<file path="config.mk">
export PLATFORM = sky130hd
export DESIGN_NAME = instr_fetch_unit
export DESIGN_NICKNAME = d
export VERILOG_FILES = /design/src/rtl/instr_fetch_unit.sv
export SDC_FILE = /design/constraint.sdc
export NUM_CORES = 1
export LEC_CHECK = 0
export BUFFER_PORTS_ARGS = -buffer_cell sky130_fd_sc_hd__buf_2
export CAP_MARGIN = 20
export CORE_MARGIN = 2
export CORE_UTILIZATION = 35
export CTS_CLUSTER_DIAMETER = 120
export CTS_CLUSTER_SIZE = 20
export DETAILED_ROUTE_END_ITERATION = 10
export PLACE_DENSITY_LB_ADDON = 0.1
export SKIP_CTS_REPAIR_TIMING = 1
export SLEW_MARGIN = 20
export SYNTH_ARGS = -nofsm -noshare
export SYNTH_HDL_FRONTEND = slang
export SYNTH_SLANG_ARGS = --single-unit
</file>
<file path="constraint.sdc">
create_clock -name clk -period 10 [get_ports clk]
set_clock_uncertainty 0.1 [all_clocks]
set_input_delay 3 -clock clk [delete_from_list [all_inputs] [get_ports clk]]
set_output_delay 3 -clock clk [all_outputs]
set_load 0.1 [all_outputs]
</file>
<file path="src/rtl/instr_fetch_unit.sv">
// Fetch stage: one outstanding imem read per accepted PC, {pc, instr} queued for decode.
// Min latency pc accept -> instr_valid is 3 cycles; pc_ready drops while busy or when no FIFO slot can be reserved.
module instr_fetch_unit #(
  parameter int ADDR_W     = 32,
  parameter int DATA_W     = 32,
  parameter int FIFO_DEPTH = 2
) (
  input  logic              clk,
  input  logic              reset,
  input  logic [ADDR_W-1:0] pc_in,
  input  logic              pc_valid,
  output logic              pc_ready,
  output logic              imem_req_valid,
  input  logic              imem_req_ready,
  output logic [ADDR_W-1:0] imem_addr,
  input  logic              imem_rsp_valid,
  input  logic [DATA_W-1:0] imem_rsp_data,
  input  logic              flush,
  output logic              instr_valid,
  input  logic              instr_ready,
  output logic [DATA_W-1:0] instr_out,
  output logic [ADDR_W-1:0] instr_pc
);

  localparam int PTR_W = (FIFO_DEPTH > 1) ? $clog2(FIFO_DEPTH) : 1;
  localparam int CNT_W = $clog2(FIFO_DEPTH + 1);
  localparam logic [CNT_W-1:0] DEPTH_C = CNT_W'(FIFO_DEPTH);

  typedef enum logic [1:0] {
    IDLE  = 2'd0,
    REQ   = 2'd1,
    WAIT  = 2'd2,
    DRAIN = 2'd3
  } state_t;

  state_t              state_q, state_d;
  logic [ADDR_W-1:0]   pc_q, pc_d;
  logic                flush_pend_q, flush_pend_d;

  logic [DATA_W-1:0]   dat_mem_q [FIFO_DEPTH];
  logic [ADDR_W-1:0]   pc_mem_q  [FIFO_DEPTH];
  logic [PTR_W-1:0]    head_q, head_d;
  logic [PTR_W-1:0]    tail_q, tail_d;
  logic [CNT_W-1:0]    count_q, count_d;

  logic                push;
  logic                pop;

  // A slot is reserved at acceptance, so the later push can never overflow.
  assign pc_ready    = (state_q == IDLE) && (count_q < DEPTH_C) && !flush;
  assign imem_addr   = {pc_q[ADDR_W-1:2], 2'b00};
  assign instr_valid = (count_q != '0);
  assign instr_out   = dat_mem_q[head_q];
  assign instr_pc    = pc_mem_q[head_q];
  assign pop         = instr_valid && instr_ready;

  always_comb begin
    state_d        = state_q;
    pc_d           = pc_q;
    flush_pend_d   = flush_pend_q;
    imem_req_valid = 1'b0;
    push           = 1'b0;
    case (state_q)
      IDLE: begin
        if (pc_valid && pc_ready) begin
          pc_d         = pc_in;
          flush_pend_d = 1'b0;
          state_d      = REQ;
        end
      end
      REQ: begin
        // The request is never withdrawn; a flush only marks the response for discard.
        imem_req_valid = 1'b1;
        if (imem_req_ready) begin
          state_d      = (flush || flush_pend_q) ? DRAIN : WAIT;
          flush_pend_d = 1'b0;
        end else if (flush) begin
          flush_pend_d = 1'b1;
        end
      end
      WAIT: begin
        if (imem_rsp_valid) begin
          push    = !flush;
          state_d = IDLE;
        end else if (flush) begin
          state_d = DRAIN;
        end
      end
      DRAIN: begin
        if (imem_rsp_valid) begin
          state_d = IDLE;
        end
      end
      default: state_d = IDLE;
    endcase
  end

  always_comb begin
    head_d  = head_q;
    tail_d  = tail_q;
    count_d = count_q;
    if (flush) begin
      head_d  = '0;
      tail_d  = '0;
      count_d = '0;
    end else begin
      if (push) tail_d = tail_q + PTR_W'(1);
      if (pop)  head_d = head_q + PTR_W'(1);
      case ({push, pop})
        2'b10:   count_d = count_q + CNT_W'(1);
        2'b01:   count_d = count_q - CNT_W'(1);
        default: count_d = count_q;
      endcase
    end
  end

  always_ff @(posedge clk) begin
    if (!reset) begin
      state_q      <= IDLE;
      pc_q         <= '0;
      flush_pend_q <= 1'b0;
      head_q       <= '0;
      tail_q       <= '0;
      count_q      <= '0;
      for (int i = 0; i < FIFO_DEPTH; i++) begin
        dat_mem_q[i] <= '0;
        pc_mem_q[i]  <= '0;
      end
    end else begin
      state_q      <= state_d;
      pc_q         <= pc_d;
      flush_pend_q <= flush_pend_d;
      head_q       <= head_d;
      tail_q       <= tail_d;
      count_q      <= count_d;
      if (push && !flush) begin
        dat_mem_q[tail_q] <= imem_rsp_data;
        pc_mem_q[tail_q]  <= pc_q;
      end
    end
  end

  a_rsp_only_when_outstanding: assert property (@(posedge clk) disable iff (!reset)
    imem_rsp_valid |-> (state_q == WAIT || state_q == DRAIN));

  a_no_overflow: assert property (@(posedge clk) disable iff (!reset)
    push |-> (count_q < DEPTH_C || pop));

endmodule

</file>
==> results of run 1 <==
[layer usage]
layer	vias to the layer above	track usage [%]	wire [um]
li1	2141	-	-
met1	2074	17.11	6986
met2	118	22.07	7026
met3	22	4.394	897
met4	6	5.000	248
met5	-	0	38
[layout make-up]
class	instances	area, um2
Clock inverter	11	122.6
Tap cell	275	344.1
Fill cell	1995	12130
Sequential cell	168	4648
Timing Repair Buffer	171	865.8
Clock buffer	21	450.4
Inverter	3	11.26
Antenna cell	1	2.502
Multi-Input combinational cell	326	2446
[where the power goes]
| part | leakage (nW) | switching [mW] | total, mW | internal (mW) |
|---|---|---|---|---|
| Sequential | 1.65 | 0.0126 | 0.788 | 0.775 |
| Combinational | 1.74 | 0.180 | 0.221 | 0.0411 |
| Clock | 0.273 | 0.265 | 0.640 | 0.375 |
| Total | 3.67 | 0.458 | 1.65 | 1.19 |
[synth_stat cells, drive strengths merged (2+ instances only)]
library cell	instances
and2	129
xnor2	2
nor2	4
edfxtp	128
mux2i	32
dfxtp	40
mux2	64
a21oi	3
o21ai	4
nand2	66
clkbuf	19
or3	3
nor4	3
inv	3
nand2b	2
buf	46
[worst max-delay path, stage by stage]
cell and delay [ps]:
buf_2 140, nor4_4 150, buf_2 470
[logic make-up (layout without fill, tap and decap cells)]
group                      count (synthesis)  after routing  share of synthesized area, %
other                                      1              3                       0.05004
DFF                                      168            168                         61.98
AOI/OAI and AO/OA                         11             11                        0.8684
muxes                                     96             96                         13.89
buffers and inverters                     68            206                         5.810
xor gates and xnor gates                   3              3                        0.3507
adders and majority gates                  1              1                        0.1669
and+or+nand+nor                          213            213                         16.88
[worst max path at each step]
stage	start	endpoint	slack, ps	cells past startpoint
final	flush	pc_ready	3130	3
after CTS	flush	pc_ready	3140	3
after global routing	flush	pc_ready	3100	3
after floorplan	imem_rsp_valid	dat_mem_q[0][0]$_SDFFCE_PN0P_	1310	3
after detailed placement	flush	pc_ready	3150	3
after global placement	flush	pc_ready	3150	3
[registers in the layout (all words and copies together), names as in the netlist, named ones only]
name / count
count_q: 2
dat_mem_q: 64
flush_pend_q: 1
head_q: 1
pc_mem_q: 64
pc_q: 32
state_q: 2
tail_q: 1
==> results.sh, run 1 <==
export IMPL_status="complete, no violations"
export IMPL_synth_edf_count=128
export IMPL_numCtsBuffers=17
export IMPL_most_common_layout_cells="buf_2 (167), edfxtp_1 (128), and2_1 (83)"
export IMPL_fin_area_um2=8891
export IMPL_slew_headroom_pct=28.66
export IMPL_cts_tree="yes"
export IMPL_grt_pass1_vias=4454
export IMPL_portBuffers=167
export IMPL_post_route_period_util_pct=68.66
export IMPL_power_leakage_nw=3.667
export IMPL_grt_pass1_wl_um=23340
export IMPL_finalWorstSetupSlack_ps=3134
export IMPL_seq_area_frac_synth_pct=61.98
export IMPL_cp_end_kind="primary output"
export IMPL_finalNonFillerCells=976
export IMPL_power_mw=1.649
export IMPL_yosysTopAreaCellShare_pct=51.29
export IMPL_post_drt_wl_per_cell_um=15.57
export IMPL_nets=759
export IMPL_r2r_setup_slack_ps=7110
export IMPL_gr_total_overflow=0
export IMPL_clk_latency_ps=410
export IMPL_drc=0
export IMPL_antenna_found_initial=4
export IMPL_drt_first_pass_iters=4
export IMPL_synth_cell_types=38
export IMPL_path_class="in2out"
export IMPL_wl_um=15200
export IMPL_die_w_um=150.3
export IMPL_area_growth_pct=18.65
export IMPL_fp_dieArea_um2=22600
export IMPL_ant_nets=0
export IMPL_rows=53
export IMPL_holdPathStages=2
export IMPL_rsz0062_at_grt="no"
export IMPL_grt_max_degree=71
export IMPL_dp_hpwl_um=8986
export IMPL_hp_class="reg2reg"
export IMPL_start_util_pct=35.65
export IMPL_ys_seq_elements=168
export IMPL_powerDensity_nw_per_um2=185.5
export IMPL_drtIter0Drc=149
export IMPL_ys_top_cells_by_area="edfxtp_1 (51%), dfxtp_1 (11%), mux2_2 (9.6%)"
export IMPL_dp_cells=943
export IMPL_fmax_ghz=0.1456
export IMPL_syn_area_per_cell_um2=13.36
export IMPL_ir_drop_mv=0.1072
export IMPL_die_y_um=150.3
export IMPL_h_tree_depth=4
export IMPL_avgViaCountPerCell=4.468
export IMPL_layout_commonest_cell="buf_2"
export IMPL_critPathLaunchType="primary input"
export IMPL_async_flop_share_pct=0
export IMPL_place_ws_ps=3145
export IMPL_dpl_instance_area_um2=8315
export IMPL_hold_violations=0
export IMPL_maxSlewViolCount=0
export IMPL_layout_drive_gt1_share_pct=45.71
export IMPL_tns_ps=0
export IMPL_setup_violations=0
export IMPL_finalWorstPathRequiredPeriod_ps=6866
export IMPL_netlist_area_um2=7493
export IMPL_ys_warn_count=0
export IMPL_ys_flop_type="edfxtp_1"
export IMPL_syn_inst=561
export IMPL_critPathArrivalTime_ps=3770
export IMPL_tightestPinTransition_ps=1070
export IMPL_crit_fanout=7
export IMPL_reg2regPathDepth=4
export IMPL_clkTransAtPathRegs_ps=60
export IMPL_cts_num_sinks=168
export IMPL_timing_hold_ws_ps=375.8
export IMPL_fin_util_pct=42.30
export IMPL_place_congestion=0.7167
export IMPL_cts_root_buffer="clkbuf_16"
export IMPL_maxCapViolCount=0
export IMPL_r2r_end="pc_mem_q[1][19]$_SDFFCE_PN0P_"
export IMPL_vias=4361
export IMPL_holdPathEnd="pc_q[31]$_SDFFE_PN0P_"
export IMPL_synth_largest_area_cell="edfxtp_1"
export IMPL_clock_path_buffers=2
export IMPL_grtUsageTotal_pct=13.65
export IMPL_io_pins=170
export IMPL_worstHoldStart="pc_q[31]$_SDFFE_PN0P_"
export IMPL_core_area_um2=21020
export IMPL_r2r_start="state_q[1]$_SDFFE_PN0P_"
export IMPL_worstPathRequired_ps=6900
Note: power is estimated with default switching activity, not from simulation.
==> run 2, diff against run 1 <==
==> constraint.sdc (replaced) <==
create_clock -name clk -period 6.9 [get_ports clk]
set_clock_uncertainty 0.1 [all_clocks]
set_input_delay 2.07 -clock clk [delete_from_list [all_inputs] [get_ports clk]]
set_output_delay 2.07 -clock clk [all_outputs]
set_load 0.1 [all_outputs]
==> run 2 against run 1 <==
Via count up 1.3%; design area grew 0.51%; worst setup slack worse by 1200 ps; sequential cell count unchanged; clock power up 55%; register-to-register slack worse by 2800 ps; first-iteration DRC count is 22% higher; cell count stayed put; critical path depth unchanged; core utilization rose by 0.21 points; count of clock-buffer cells in the layout decreased by 2; largest power group unchanged.
==> results.sh, run 2 (same netlist as run 1, synthesis figures left out) <==
export IMPL_clock_path_buffers=2
export IMPL_maxCapViolCount=0
export IMPL_place_congestion=0.7160
export IMPL_post_route_period_util_pct=72.44
export IMPL_layout_commonest_cell="buf_2"
export IMPL_hp_class="reg2reg"
export IMPL_fin_area_um2=8936
export IMPL_critPathArrivalTime_ps=2830
export IMPL_area_growth_pct=19.25
export IMPL_worstHoldStart="pc_q[1]$_SDFFE_PN0P_"
export IMPL_rsz0062_at_grt="no"
export IMPL_vias=4419
export IMPL_hold_violations=0
export IMPL_grt_pass1_wl_um=24050
export IMPL_r2r_start="state_q[1]$_SDFFE_PN0P_"
export IMPL_nets=759
export IMPL_h_tree_depth=4
export IMPL_grt_pass1_vias=4509
export IMPL_finalWorstPathRequiredPeriod_ps=4998
export IMPL_cts_num_sinks=168
export IMPL_cts_root_buffer="clkbuf_16"
export IMPL_clk_latency_ps=420
export IMPL_crit_fanout=7
export IMPL_rows=53
export IMPL_cp_end_kind="primary output"
export IMPL_path_class="in2out"
export IMPL_power_leakage_nw=3.694
export IMPL_grtUsageTotal_pct=14.25
export IMPL_ir_drop_mv=0.1445
export IMPL_cts_tree="yes"
export IMPL_tns_ps=0
export IMPL_drtIter0Drc=182
export IMPL_io_pins=170
export IMPL_tightestPinTransition_ps=990.6
export IMPL_maxSlewViolCount=0
export IMPL_numCtsBuffers=17
export IMPL_fill_cells=2001
export IMPL_drt_first_pass_iters=5
export IMPL_timing_hold_ws_ps=367.0
export IMPL_fp_dieArea_um2=22600
export IMPL_busiest_layer="met2"
export IMPL_largestRegisters="dat_mem_q (64), pc_mem_q (64), pc_q (32)"
export IMPL_antenna_found_initial=2
export IMPL_dp_hpwl_um=9267
export IMPL_dpl_instance_area_um2=8315
export IMPL_slew_headroom_pct=33.96
export IMPL_worstPathRequired_ps=4730
export IMPL_fmax_ghz=0.2001
export IMPL_most_common_layout_cells="buf_2 (167), edfxtp_1 (128), and2_1 (83)"
export IMPL_start_util_pct=35.65
export IMPL_portBuffers=167
export IMPL_powerDensity_nw_per_um2=274.7
export IMPL_setup_violations=0
export IMPL_worstSetupStartpoint="flush"
export IMPL_core_area_um2=21020
export IMPL_drc=0
export IMPL_die_w_um=150.3
export IMPL_grtUsageMet2_pct=23.41
export IMPL_post_drt_wl_per_cell_um=16.06
export IMPL_layout_drive_gt1_share_pct=46.43
export IMPL_gr_total_overflow=0
export IMPL_ant_nets=0
export IMPL_grt_max_degree=71
export IMPL_finalWorstSetupSlack_ps=1902
export IMPL_clkTransAtPathRegs_ps=60
export IMPL_avgViaCountPerCell=4.528
export IMPL_status="complete, no violations"
export IMPL_use_met3_pct=4.818
export IMPL_groute_layer_met1_usage_pct=17.76
export IMPL_place_ws_ps=1918
export IMPL_die_y_um=150.3
export IMPL_wl_um=15680
export IMPL_critPathLaunchType="primary input"
-- run 2: cell type report --
type	count	area (um2)	area share, %
diodes	1	2.502	0.02800
clock buffers	19	464.2	5.195
clock inverters	13	152.6	1.708
inverters	3	11.26	0.1260
multi-input cells	326	2447	27.39
flip-flops and latches	168	4648	52.02
well taps	275	344.1	3.850
repair buffers	171	865.8	9.689
-- run 2: power by group --
group | leakage [nW] | internal, mW | switching, mW
sequential | 1.65 | 1.12 | 0.0186
combinational | 1.74 | 0.0593 | 0.262
clock | 0.299 | 0.575 | 0.416
-- run 2: worst paths after layout --
check                                         to  slack [ps]  cells after the start
setup reg to reg  dat_mem_q[0][18]$_SDFFCE_PN0P_        4360                      4
hold / removal              pc_q[1]$_SDFFE_PN0P_         370                      2
hold reg to reg             pc_q[1]$_SDFFE_PN0P_         370                      2
setup / recovery                        pc_ready        1900                      3
-- run 2: per-stage QoR --
step           std cells  util (%)  power, mW
2_1_floorplan        562         -      1.438
3_3_place_gp         943     39.56      1.487
3_5_place_dp         943     39.56      1.490
4_1_cts              975     42.49      2.487
5_1_grt              975     42.50      2.540
6_report             976     42.51      2.455
-- run 2: per-layer routing --
| layer | share of wire, % | up-vias |
|---|---|---|
| li1 | - | 2145 |
| met3 | 6.5 | 12 |
| met2 | 47 | 120 |
| met4 | 0.85 | 2 |
| met1 | 45 | 2140 |
| met5 | 0.083 | - |
-- run 2: critical path, cell delays in order --
cell    delay, ps
buf_2         150
nor4_4        140
buf_2         470
